**config.mk**
```make
export PLATFORM = sky130hd
export DESIGN_NAME = matrix_loader_flat
export DESIGN_NICKNAME = d
export VERILOG_FILES = /design/src/rtl/matrix_loader_if.sv /design/src/rtl/matrix_loader.sv /design/src/flat_wrapper.sv
export SDC_FILE = /design/constraint.sdc
export NUM_CORES = 1
export LEC_CHECK = 0
export ABC_AREA = 1
export CAP_MARGIN = 20
export CORE_MARGIN = 1.5
export CORE_UTILIZATION = 54
export DETAILED_ROUTE_END_ITERATION = 10
export PLACE_DENSITY = 0.85
export SYNTH_ARGS = -nofsm -noshare
export SYNTH_HDL_FRONTEND = slang
export SYNTH_SLANG_ARGS = --single-unit
```
**constraint.sdc**
```tcl
create_clock -name clk -period 13.8 [get_ports clk]
set_clock_uncertainty 0.15 [all_clocks]
set_input_delay 4.14 -clock clk [delete_from_list [all_inputs] [get_ports clk]]
set_output_delay 4.14 -clock clk [all_outputs]
set_load 0.01 [all_outputs]
```
**src/rtl/matrix_loader_if.sv**
```systemverilog
// Byte stream handshake feeding matrix_loader.
// Producer drives data/valid; loader answers with ready.
interface matrix_loader_if #(
  parameter int ELEM_WIDTH = 8
);
  logic [ELEM_WIDTH-1:0] in_data;
  logic                  in_valid;
  logic                  in_ready;

  modport master (
    output in_data,
    output in_valid,
    input  in_ready
  );

  modport slave (
    input  in_data,
    input  in_valid,
    output in_ready
  );
endinterface

```
**src/rtl/matrix_loader.sv**
```systemverilog
// Stream-to-matrix loader: takes m, n, then m*n bytes row-major
// and assembles the packed matrix bus for the add stage.
module matrix_loader #(
  parameter int MAX_DIM    = 5,
  parameter int ELEM_WIDTH = 8
) (
  input  logic clk,
  input  logic reset,
  input  logic start,
  matrix_loader_if.slave stream,
  output logic [MAX_DIM*MAX_DIM*ELEM_WIDTH-1:0] matrix_out,
  output logic [$clog2(MAX_DIM+1)-1:0] m_out,
  output logic [$clog2(MAX_DIM+1)-1:0] n_out,
  output logic done,
  output logic err
);
  localparam int DIM_W = $clog2(MAX_DIM + 1);
  localparam int CELLS = MAX_DIM * MAX_DIM;
  localparam int IDX_W = $clog2(CELLS);

  typedef enum logic [2:0] {
    IDLE,
    GET_M,
    GET_N,
    GET_ELEM,
    DONE,
    ERROR
  } state_t;

  state_t state;

  logic [CELLS-1:0][ELEM_WIDTH-1:0] cells;
  logic [DIM_W-1:0] row;
  logic [DIM_W-1:0] col;
  logic ready_q;
  logic xfer;
  logic byte_ok;
  logic last_col;
  logic last_row;
  logic [IDX_W-1:0] idx;
  logic [DIM_W-1:0] dim_byte;

  assign stream.in_ready = ready_q;
  assign matrix_out = cells;

  assign xfer = stream.in_valid && ready_q;
  assign byte_ok = (stream.in_data != '0) &&
                   (stream.in_data <= ELEM_WIDTH'(MAX_DIM));
  assign dim_byte = stream.in_data[DIM_W-1:0];

  assign last_col = (col == n_out - DIM_W'(1));
  assign last_row = (row == m_out - DIM_W'(1));

  assign idx = IDX_W'(row) * IDX_W'(MAX_DIM) + IDX_W'(col);

  // Load FSM; all outputs are registered alongside the state.
  always_ff @(posedge clk or posedge reset) begin
    if (reset) begin
      state   <= IDLE;
      cells   <= '0;
      m_out   <= '0;
      n_out   <= '0;
      row     <= '0;
      col     <= '0;
      done    <= 1'b0;
      err     <= 1'b0;
      ready_q <= 1'b0;
    end else if (start) begin
      // Restart wins over any byte offered in the same cycle.
      state   <= GET_M;
      cells   <= '0;
      m_out   <= '0;
      n_out   <= '0;
      row     <= '0;
      col     <= '0;
      done    <= 1'b0;
      err     <= 1'b0;
      ready_q <= 1'b1;
    end else begin
      unique case (state)
        GET_M: begin
          if (xfer) begin
            if (byte_ok) begin
              m_out <= dim_byte;
              state <= GET_N;
            end else begin
              m_out   <= '0;
              n_out   <= '0;
              cells   <= '0;
              err     <= 1'b1;
              ready_q <= 1'b0;
              state   <= ERROR;
            end
          end
        end
        GET_N: begin
          if (xfer) begin
            if (byte_ok) begin
              n_out <= dim_byte;
              row   <= '0;
              col   <= '0;
              state <= GET_ELEM;
            end else begin
              m_out   <= '0;
              n_out   <= '0;
              cells   <= '0;
              err     <= 1'b1;
              ready_q <= 1'b0;
              state   <= ERROR;
            end
          end
        end
        GET_ELEM: begin
          if (xfer) begin
            cells[idx] <= stream.in_data;
            if (last_col) begin
              col <= '0;
              row <= row + DIM_W'(1);
              if (last_row) begin
                done    <= 1'b1;
                ready_q <= 1'b0;
                state   <= DONE;
              end
            end else begin
              col <= col + DIM_W'(1);
            end
          end
        end
        IDLE, DONE, ERROR: begin
          ready_q <= 1'b0;
        end
        default: begin
          state   <= IDLE;
          ready_q <= 1'b0;
        end
      endcase
    end
  end
endmodule
```
**src/flat_wrapper.sv**
```systemverilog
// flat-port wrapper written by rule: the top's interface ports become plain ports
module matrix_loader_flat 
#(
  parameter int MAX_DIM    = 5,
  parameter int ELEM_WIDTH = 8
)
  (clk, reset, start, matrix_out, m_out, n_out, done, err, stream_in_data, stream_in_valid, stream_in_ready);
  matrix_loader_if #(.ELEM_WIDTH(ELEM_WIDTH)) stream_i ();
  input  logic clk;
  input  logic reset;
  input  logic start;
  output logic [MAX_DIM*MAX_DIM*ELEM_WIDTH-1:0] matrix_out;
  output logic [$clog2(MAX_DIM+1)-1:0] m_out;
  output logic [$clog2(MAX_DIM+1)-1:0] n_out;
  output logic done;
  output logic err;
  input wire logic [$bits(stream_i.in_data)-1:0] stream_in_data;
  input wire logic [$bits(stream_i.in_valid)-1:0] stream_in_valid;
  output wire logic [$bits(stream_i.in_ready)-1:0] stream_in_ready;
  assign stream_i.in_data = stream_in_data;
  assign stream_i.in_valid = stream_in_valid;
  assign stream_in_ready = stream_i.in_ready;
  matrix_loader #(.MAX_DIM(MAX_DIM), .ELEM_WIDTH(ELEM_WIDTH)) u_core (.clk(clk), .reset(reset), .start(start), .stream(stream_i), .matrix_out(matrix_out), .m_out(m_out), .n_out(n_out), .done(done), .err(err));
endmodule
```
; Yosys cells after proc, flatten, opt, wreduce, memory -nomap -nowiden
; Index checks and enable logic that the tools add are counted.
[totals]
reg_bits = 218
latch_bits = 0
ramBits = 0
romBits = 0
input_bits = 12
wordCells = 136
mem_count = 0
[op_classes]
n_addsub = 5
mul = 1
n_div = 0
order_cmp = 3
eq_ne = 19
shift = 0
muxes = 51
bitwise = 0
reduce_logical = 24
[op_table]
columns = operator, n
row1 = $mux 200, 4
row2 = $pmux 200 s2, 1
row3 = $bwmux 200, 1
row4 = $mux 3, 22
row5 = $demux 8 s5, 1
row6 = $pmux 3 s2, 4
row7 = $reduce_and 4->1, 5
row8 = $ne 3x2->1 const B, 6
row9 = $mux 1, 15
row10 = $pmux 3 s4, 1
row11 = $reduce_and 5->1, 2
row12 = $reduce_bool 2->1, 5
row13 = $ne 3x3->1 const B, 3
row14 = $reduce_bool 3->1, 3
row15 = $le 8x3->1 const B, 1
row16 = $mux 8, 1
row17 = $reduce_bool 8->1, 1
row18 = $add 3x1->3 const B, 2
row19 = $eq 3x2->1 const B, 2
row20 = $eq 3x3->1, 2
row21 = $eq 3x3->1 const B, 2
row22 = $lt 5x6->1 const B, 1
row23 = $reduce_and 6->1, 1
row24 = $sub 3x1->3 const B, 2
row25 = 12 further kinds, 15

; Logic depth before layout (Yosys ltp)
[logic_depth]
word_depth = 10
mapped_depth = 14

; Least setup slack after synthesis
; OpenSTA, ideal clock, no wires.
[synth_path]
kind = input -> register
from = input port stream_in_data[2]
to = register u_core.cells, in the netlist u_core.matrix_out[111]
setup_time_ns = 0.117
t_arrival_ns = 5.203
t_required_ns = 13.533
setup_slack_ns = 8.330
stages = 9
cell_sequence = a21oi_1 > nand4_1 > nand2_1 > nand2_1 > nand2_8 > nor2_4 > buf_6 > nand2_1 > nand2_1
[synth_via]
elab_chain_len = 4
elab_cells_between_ends = 5
[synth_lines]
columns = item, line
row1 = "start, declared", flat_wrapper.sv:17  ; input wire logic [$bits(stream_i.in_data)-1:0] stream_in_data;
row2 = $le 8x3->1 / $reduce_bool 8->1 (equally long branches), "matrix_loader.sv:48, matrix_loader.sv:47"
row3 = $logic_and 1x1->1 *, matrix_loader.sv:47  ; assign byte_ok = (stream.in_data != '0) &&
row4 = $ne 3x3->1 (no source line) *, --
row5 = $reduce_and 4->1 (no source line) *, --
row6 = "end signal, assigned by index", matrix_loader.sv:115  ; cells[idx] <= stream.in_data;
row7 = "end, declared", matrix_loader.sv:32  ; logic [CELLS-1:0][ELEM_WIDTH-1:0] cells;
; Mark *: on every way between the ends. The rest lies on a longest branch, timed or not.
; A chain may end at the register's enable or synchronous reset.

; Worst setup path after layout
[layout_path]
from = input port start
to = register u_core.cells, in the netlist u_core.matrix_out[33]
[layout_via]
elab_chain_len = 2
elab_cells_between_ends = 6
[layout_lines]
columns = item, line
row1 = "start, declared", flat_wrapper.sv:11  ; input logic start;
row2 = "$ne 3x2->1 (no source line), or another cell as far along", --
row3 = $reduce_and 4->1 (no source line), --
; Parallel ways exist; a longest one is shown, timed or not.

==> impl_metrics.tcl <==
set metrics [dict create \
    yosys.area.top_type "dfrtp_1" \
    wirelength_um 27300 \
    post-route-min-period_ns 6.57 \
    io_pins 221 \
    die_w_um 136 \
    worst-r2r-setup-slack_ns 10.55 \
    layout-drive-gt1-share 0.0448 \
    grt_max_degree 134 \
    p_per_area_nw_per_um2 117 \
    syn_to_final_growth_pct 31.8 \
    netlist_top_cells_count "739 x nand2_1, 218 x dfrtp_1, 62 x inv_1" \
    antenna_found_initial 0 \
    final_cell_area_sq_um 12600 \
    post-cts-setup-buffers 0 \
    clkPwrFrac 0.420 \
    synth_area_leaders "dfrtp_1 57%, nand2_1 29%, inv_1 2.4%" \
    synth_most_common_cell "nand2_1" \
    hold_buffers 0 \
    cp_cell_sequence "clkdlybuf4s50_1 -> nor2_4 -> nand2_1 -> nor2_4 -> nand2_1 -> nand2_1" \
    grt_pass1_vias 8249 \
    clk_pin_slew_ns 0.06 \
    syn-cell-area_sq_um 9570 \
    holdPathEnd "u_core.matrix_out[143]" \
    dpl_cell_area_sq_um 11800 \
    critPathMaxStageDelay_ns 0.80 \
    slowest_stage "nor2_4" \
    synth_edf_count 0 \
    drt-wirelength-per-cell_um 16.7 \
    worst_setup_path_start_kind "input port" \
    synthArstFlopShare 1.00 \
    cp_common_cell "nand2_1" \
    p_int_w 0.00105 \
    fin_tns_setup_ns 0 \
    final_cell_count_no_fill 1632 \
    post-route-util 0.729 \
    die_h_um 136 \
    crit_arrival_ns 6.85 \
    dp_cells 1591 \
    cts_buffers 22 \
    cts_resized 0 \
    max_freq_mhz 152 \
    ant_nets 0 \
    cp.required_ns 14.08 \
    yosys_warnings 0 \
    maxCapViolCount 0 \
    cp_max_fo 37 \
    combPwrFrac 0.142 \
    dieArea_sq_um 18500 \
    htree_levels 1 \
    synth_ff_type "dfrtp_1" \
    power.switching_w 0.000426 \
    rows 48 \
    dp_hpwl_um 17800 \
    synth.distinct_cells 29 \
    tightest_slew_ns 0.928 \
    clock_sinks 218 \
    grt_usage 0.295 \
    timing.rr.end "u_core.matrix_out[164]" \
    hold-path-cell-count 2 \
    status "finished clean" \
    n_fill_cell 1308 \
    worst_slack_ns 7.23 \
    p_seq_frac 0.438 \
    portBuffers 220 \
    endpoint_kind "flop" \
    clkLatencyLatePin_ns 0.50 \
    grt-ovfl-total 0 \
    worstReg2RegStart "u_core.row[0]" \
    rsz0062_at_grt "false" \
    netlist_instances 1170 \
    min-delay-start "u_core.matrix_out[143]" \
    clk_path_buf_depth 3 \
    dp_slack_ns 6.83 \
    slew_headroom 0.382 \
    drt_pre_antenna_iters 5 \
    synth_top_area_share 0.570 \
    slew_violations 0 \
    syn_nets 1195 \
    vias 8650 \
    fin_nets 1416 \
    gp_congestion 0.932 \
    crit_type "in -> reg" \
    ir_drop_uv 108 \
    min_period_over_period 0.476 \
    syn_area_per_cell_sq_um 8.18 \
    start_util 0.553 \
    r2r_cells 10 \
    drtIter0Drc 564 \
    ys_seq_area_frac 0.570 \
    p_leak_nw 6.83 \
    cts_root_buffer "clkbuf_16" \
    antennaDiodeCount 0 \
    grt_pass1_wl_um 42700 \
    routed_via_density 5.30 \
    hold_violations 0 \
    drc_errors 0 \
    cts_tree "built" \
    design.core.area_sq_um 17300 \
    finalSetupViolCount 0 \
    ys_ff_latch 218 \
    switching_share 0.289 \
    hold_class "reg -> reg" \
]
[metrics by stage]
step	power [W]	hold WS (ns)
5_1_grt	0.00152	0.334
6_report	0.00148	0.318
3_3_place_gp	0.000863	0.303
3_5_place_dp	0.000864	0.308
2_1_floorplan	0.000813	0.292
4_1_cts	0.00147	0.324
[cells in the final DEF, fill, tap and decap left out, drive strengths merged, types with 3 or more instances in the layout]
cell type / instances
dfrtp: 218
o21ai: 9
a21oi: 6
clkbuf: 31
o22ai: 3
ha: 12
nand4: 25
nand3: 14
nand2: 746
xor2: 3
clkdlybuf4s50: 220
buf: 3
clkinv: 6
nor2: 33
inv: 66
[kinds of logic after synthesis]
| group | after synthesis | synth area share |
|---|---|---|
| AO/OA/AOI/OAI | 21 | 0.0133 |
| XOR/XNOR | 5 | 0.00458 |
| adder cells (fa/ha/maj) | 13 | 0.0178 |
| buffers and inverters | 91 | 0.0506 |
| flip-flops | 218 | 0.570 |
| AND/OR/NAND/NOR | 822 | 0.344 |
[how the worst max path moves through the flow]
stage / slack [ns] / to / startpoint
final: 7.23 / u_core.matrix_out[33] / start
after global routing: 7.10 / u_core.matrix_out[24] / start
after CTS: 7.32 / u_core.matrix_out[113] / start
after detailed placement: 6.83 / u_core.matrix_out[113] / start
after global placement: 6.90 / u_core.matrix_out[193] / start
after floorplan: 3.55 / u_core.col[0] / reset
[power by group through the flow]
stage / clock, W / combinational (W) / sequential [W]
after CTS: 0.000619 / 0.000207 / 0.000647
after floorplan: 0 / 0.000154 / 0.000659
after global placement: 0 / 0.000204 / 0.000659
final: 0.000619 / 0.000209 / 0.000647
after detailed placement: 0 / 0.000205 / 0.000659
after global routing: 0.000645 / 0.000231 / 0.000647
[layer usage]
metal	GRT usage	vias up	wire length [um]
met5	0	-	0
met4	0.102	0	828
met3	0.0600	59	2050
met2	0.480	396	13200
met1	0.396	4168	11200
li1	-	4027	-
[layout make-up]
| type | instances | area [sq um] | share of cell area |
|---|---|---|---|
| clock buffer | 31 | 646 | 0.0512 |
| sequential | 218 | 5460 | 0.433 |
| inverter | 65 | 251 | 0.0199 |
| tap | 225 | 282 | 0.0223 |
| clock inverter | 9 | 103 | 0.00813 |
| multi-input combinational | 861 | 3630 | 0.288 |
| timing repair buffer | 223 | 2240 | 0.178 |
[critical path: cells and delay by family]
kind,cells,cell delay [ns]
AND/OR/NAND/NOR,5,2.05
buffers and inverters,1,0.64
[sequential cells by signal, summed over array words and instances, names as in the netlist]
register / cells
u_core.n_out: 3
u_core.m_out: 3
u_core.state: 3
u_core.done: 1
u_core.stream.in_ready: 1
u_core.col: 3
u_core.err: 1
u_core.row: 3
u_core.matrix_out: 200
Power figures use the tool's default switching activity.
==> variant 1 (config.mk and constraints unchanged) <==
`MAX_DIM` is set to 5 in 2 places; all go to 4.
--- a/src/rtl/matrix_loader.sv
+++ b/src/rtl/matrix_loader.sv
@@ -2,5 +2,5 @@
 // and assembles the packed matrix bus for the add stage.
 module matrix_loader #(
-  parameter int MAX_DIM    = 5,
+  parameter int MAX_DIM    = 4,
   parameter int ELEM_WIDTH = 8
 ) (
--- a/src/flat_wrapper.sv
+++ b/src/flat_wrapper.sv
@@ -2,5 +2,5 @@
 module matrix_loader_flat 
 #(
-  parameter int MAX_DIM    = 5,
+  parameter int MAX_DIM    = 4,
   parameter int ELEM_WIDTH = 8
 )
Interface: changed (resized matrix_out); port bits go from 221 to 149. No check against the original RTL was run, so the function may have changed too.
==> variant 1 against the original RTL <==
Fmax is 9.9% lower; combinational power decreased by 25%; core utilization is 1.3 points higher; sequential cell count down 72; global-route usage shrank 0.56 points; via count down 28%; synthesized cell count shrank 30%; area after synthesis shrank 30%; cell area decreased by 29%; routed wire length fell by 33%; power shrank 23%; setup slack worse by 0.72 ns; critical endpoint is now u_core.matrix_out[25]$_DFFE_PP0P_; highest routed layer unchanged.
==> variant 1: results (changes against the original RTL) <==
| Metric | Value |
|---|---|
| CP max stage delay | 0.94 ns (+0.14 ns) |
| Non-clk bufs | 150 (-33%) |
| FF-to-FF End | u_core.matrix_out[25]$_DFFE_PP0P_ |
| Final net count | 983 (-31%) |
| Dpl cells | 1,091 (-31%) |
| Total GRT Usage | 28.9% (-0.56 points) |
| Mapped Cells | 820 (-30%) |
| Vias in the first global route | 5,694 (-31%) |
| Max Root-Sink Buffers | 2 (-1) |
| First-pass GRT wire length | 28.9 mm (-32%) |
| Per-cell routed wire length | 16.2 µm (-3.3%) |
| Outcome | finished, final reports clean |
| Hold worst-path end | u_core.matrix_out[90]$_DFFE_PP0P_ |
| Switch share | 26.9% (-2.0 points) |
| Synth top cells by count | nand2_1 (352), nand3_1 (149), dfrtp_1 (146) |
| Post-synth cell types | 27 (-6.9%) |
| Worst skew pair latency | 0.43 ns (-0.07 ns) |
| Inverters, non-clock | 50 (-23%) |
| Power Clock | 542 µW (-12%) |
| Largest register FFs | 128 (-36%) |
| Core Util, Final | 74.3% (+1.3 points) |
| Multi-input gates | 598 (-31%) |
| Seq Cell Count | 146 (-33%) |
| Port Buffer Count | 148 (-33%) |
| Tightest Pin Transition | 1.11 ns (+0.184 ns) |
| Placer Congestion | 0.956 (+2.6%) |
[variant 1: cell count changes after synthesis, moves of 6 or more]
cell / delta
buf_2: +11
buf_6: -15
dfrtp_1: -72
inv_1: -18
nand2_1: -387
nand2_2: +6
nand3_1: +135
nand4_1: -16
nor2_2: +7
nor2_4: -6
o21ai_0: +10
[variant 1: layer usage]
metal | wire, µm | track usage, %
met1 | 7620 | 38.8
met2 | 8800 | 45.6
met3 | 1190 | 7.25
met4 | 553 | 11.5
met5 | 0 | 0
[variant 1: worst max-delay path, delay by kind of cell]
kind,cells,cell delay (ns)
buffers and inverters,4,1.74
AND/OR/NAND/NOR,7,1.55
[variant 1: cells by family (layout without fill, tap and decap cells)]
family          count (synthesis)  in the layout  synth area share [%]
xor+xnor                        6              6                 0.787
fa+ha+maj                       8              8                  1.50
compound gates                 25             25                  2.04
buf+inv                        76            232                  5.04
simple gates                  559            559                  35.9
flops                         146            146                  54.7
==> variant 2 (same flow settings) <==
Without the edit above. Make the reset (`reset`) synchronous in one clocked block.
--- a/src/rtl/matrix_loader.sv
+++ b/src/rtl/matrix_loader.sv
@@ -55,5 +55,5 @@
 
   // Load FSM; all outputs are registered alongside the state.
-  always_ff @(posedge clk or posedge reset) begin
+  always_ff @(posedge clk) begin
     if (reset) begin
       state   <= IDLE;
Function: not settled (the Yosys comparison gave no result); the edit may change what the design does.
==> variant 2 against the original RTL <==
Final cell count down 0.67%; via count up 2.4%; sequential share of layout area down 6.9 points; die area down 6.7%; cell area down 4.8%; setup slack better by 0.078 ns; area after synthesis down 6.9%; critical path depth up 2; worst hold slack worse by 0.0086 ns; sequential cell count unchanged; critical endpoint is now u_core.matrix_out[33]$_SDFFE_PP0P_; routed wire length up 1.8%.
Power is not compared: it rests on default switching activity, and its combinational part moved more than twofold at a synthesized area within 25%.
==> variant 2: results (changes against the original RTL) <==
| Metric | Value |
|---|---|
| HP Class | reg2reg |
| Flop2flop setup slack | 10.40 ns (-0.15 ns) |
| DR vias/cell | 5.46 (+3.1%) |
| Critical path arrival | 6.67 ns (-0.18 ns) |
| Fillers | 1,219 (-6.8%) |
| Async S/R FF share, synth | 0% (-100 points) |
| WL final | 27.8 mm (+1.8%) |
| Hold worst-path end | u_core.matrix_out[53]$_SDFFE_PP0P_ |
| Dpl cells | 1,581 (-0.63%) |
| Initial antenna violation count | 0 (unchanged) |
| Synth top cells by count | nand2_1 (485), dfxtp_1 (218), a21oi_1 (215) |
| Adder-cell share of the synthesized area | 1.91% (+0.13 points) |
| Post-synthesis compound-gate area fraction | 13.1% (+12 points) |
| Max FO, Critical Path | 25 (-32%) |
| R2R Path Start | u_core.state[0]$_SDFFE_PP0P_ |
| Total GRT Usage | 30.8% (+1.4 points) |
| CP max stage delay | 0.48 ns (-0.32 ns) |
| CTS clock-pin slew for the worst setup and hold paths | 0.06 ns (about the same) |
| Final hold slack | 0.309 ns (-0.00862 ns) |
| First-pass GRT wire length | 43.7 mm (+2.3%) |
| Share of post-route cells with drive strength above 1 | 6.90% (+2.4 points) |
| Largest register FFs | 200 (unchanged) |
| Tightest Pin Transition | 1.14 ns (+0.208 ns) |
| First-pass DRT Iterations | 5 (unchanged) |
| Initial detailed-routing violation count | 770 (+37%) |
| Cell family with most CP delay | buffers and inverters |
| Worst vdd ir | 0.0000775 V |
| Top FF cell, synth | dfxtp_1 |
| FF-to-FF End | u_core.matrix_out[33]$_SDFFE_PP0P_ |
| Post-CTS Repair Setup Buffers | 0 (unchanged) |
| Placer Congestion | 0.882 (-5.4%) |
| Most area-consuming cells after synthesis | dfxtp_1 (49%), nand2_1 (20%), a21oi_1 (12%) |
| Max Root-Sink Buffers | 3 (unchanged) |
| Post-synth cell types | 33 (+14%) |
| Outcome | finished, final reports clean |
| Htree depth | 1 (unchanged) |
| Slowest CP cell | inv_4 |
| Hold Startpoint | u_core.matrix_out[53]$_SDFFE_PP0P_ |
| Largest net degree at the start of global routing | 113 (-16%) |
| Worst reg2reg path depth | 9 (-1) |
| Per-cell routed wire length | 17.1 µm (+2.5%) |
| Final net count | 1,414 (-0.14%) |
| Dpl hpwl | 17.9 mm (+0.22%) |
| Xor/xnor share of the synthesized area | 0.786% (+0.33 points) |
| Vias in the first global route | 8,440 (+2.3%) |
| Sequential area share after synthesis | 49.0% (-8.0 points) |
| Mapped Cells | 1,185 (+1.3%) |
==> variant 2: cell count changes in the layout (fill, tap and decap cells not counted), sizes merged, moves of 4 or more <==
cell	delta
a21oi	+209
buf	+6
bufinv	+4
dfrtp	-218
dfxtp	+218
nand2	-236
nand3	+7
nand4	-7
nor2	+9
nor3	+7
==> variant 2: metrics by stage <==
stage          power (mW)  utilization (%)  setup WS, ns  instance area, µm²
3_3_place_gp        0.673             69.8          6.95               11200
4_1_cts              1.34             75.0          7.32               12000
2_1_floorplan       0.665                -          8.30                8910
3_5_place_dp        0.673             69.8          6.82               11200
6_report             1.34             75.0          7.31               12000
5_1_grt              1.37             75.0          7.16               12000
==> variant 2: final cells by class <==
cell class / count / area [µm²] / share of cell area (%)
flip-flops and latches: 218 / 4360 / 36.4
multi-input cells: 854 / 4020 / 33.5
repair buffers: 229 / 2270 / 18.9
clock buffers: 29 / 607 / 5.06
well taps: 216 / 270 / 2.25
inverters: 64 / 248 / 2.06
clock inverters: 11 / 219 / 1.82
==> variant 2: how the worst max path moves through the flow <==
stage                            from                                 end  cells after the start
finish                stream_in_valid  u_core.matrix_out[33]$_SDFFE_PP0P_                      8
global route          stream_in_valid  u_core.matrix_out[33]$_SDFFE_PP0P_                      8
CTS                   stream_in_valid  u_core.matrix_out[33]$_SDFFE_PP0P_                      8
detailed placement    stream_in_valid  u_core.matrix_out[33]$_SDFFE_PP0P_                      8
global placement      stream_in_valid  u_core.matrix_out[33]$_SDFFE_PP0P_                      8
floorplan           stream_in_data[2]  u_core.matrix_out[87]$_SDFFE_PP0P_                     11
==> variant 2: metal layers <==
layer,part of all wire [%],global-route usage (%)
met4,3.7,13.1
met5,0,0
met3,9.5,6.91
met2,47,50.9
met1,40,38.9
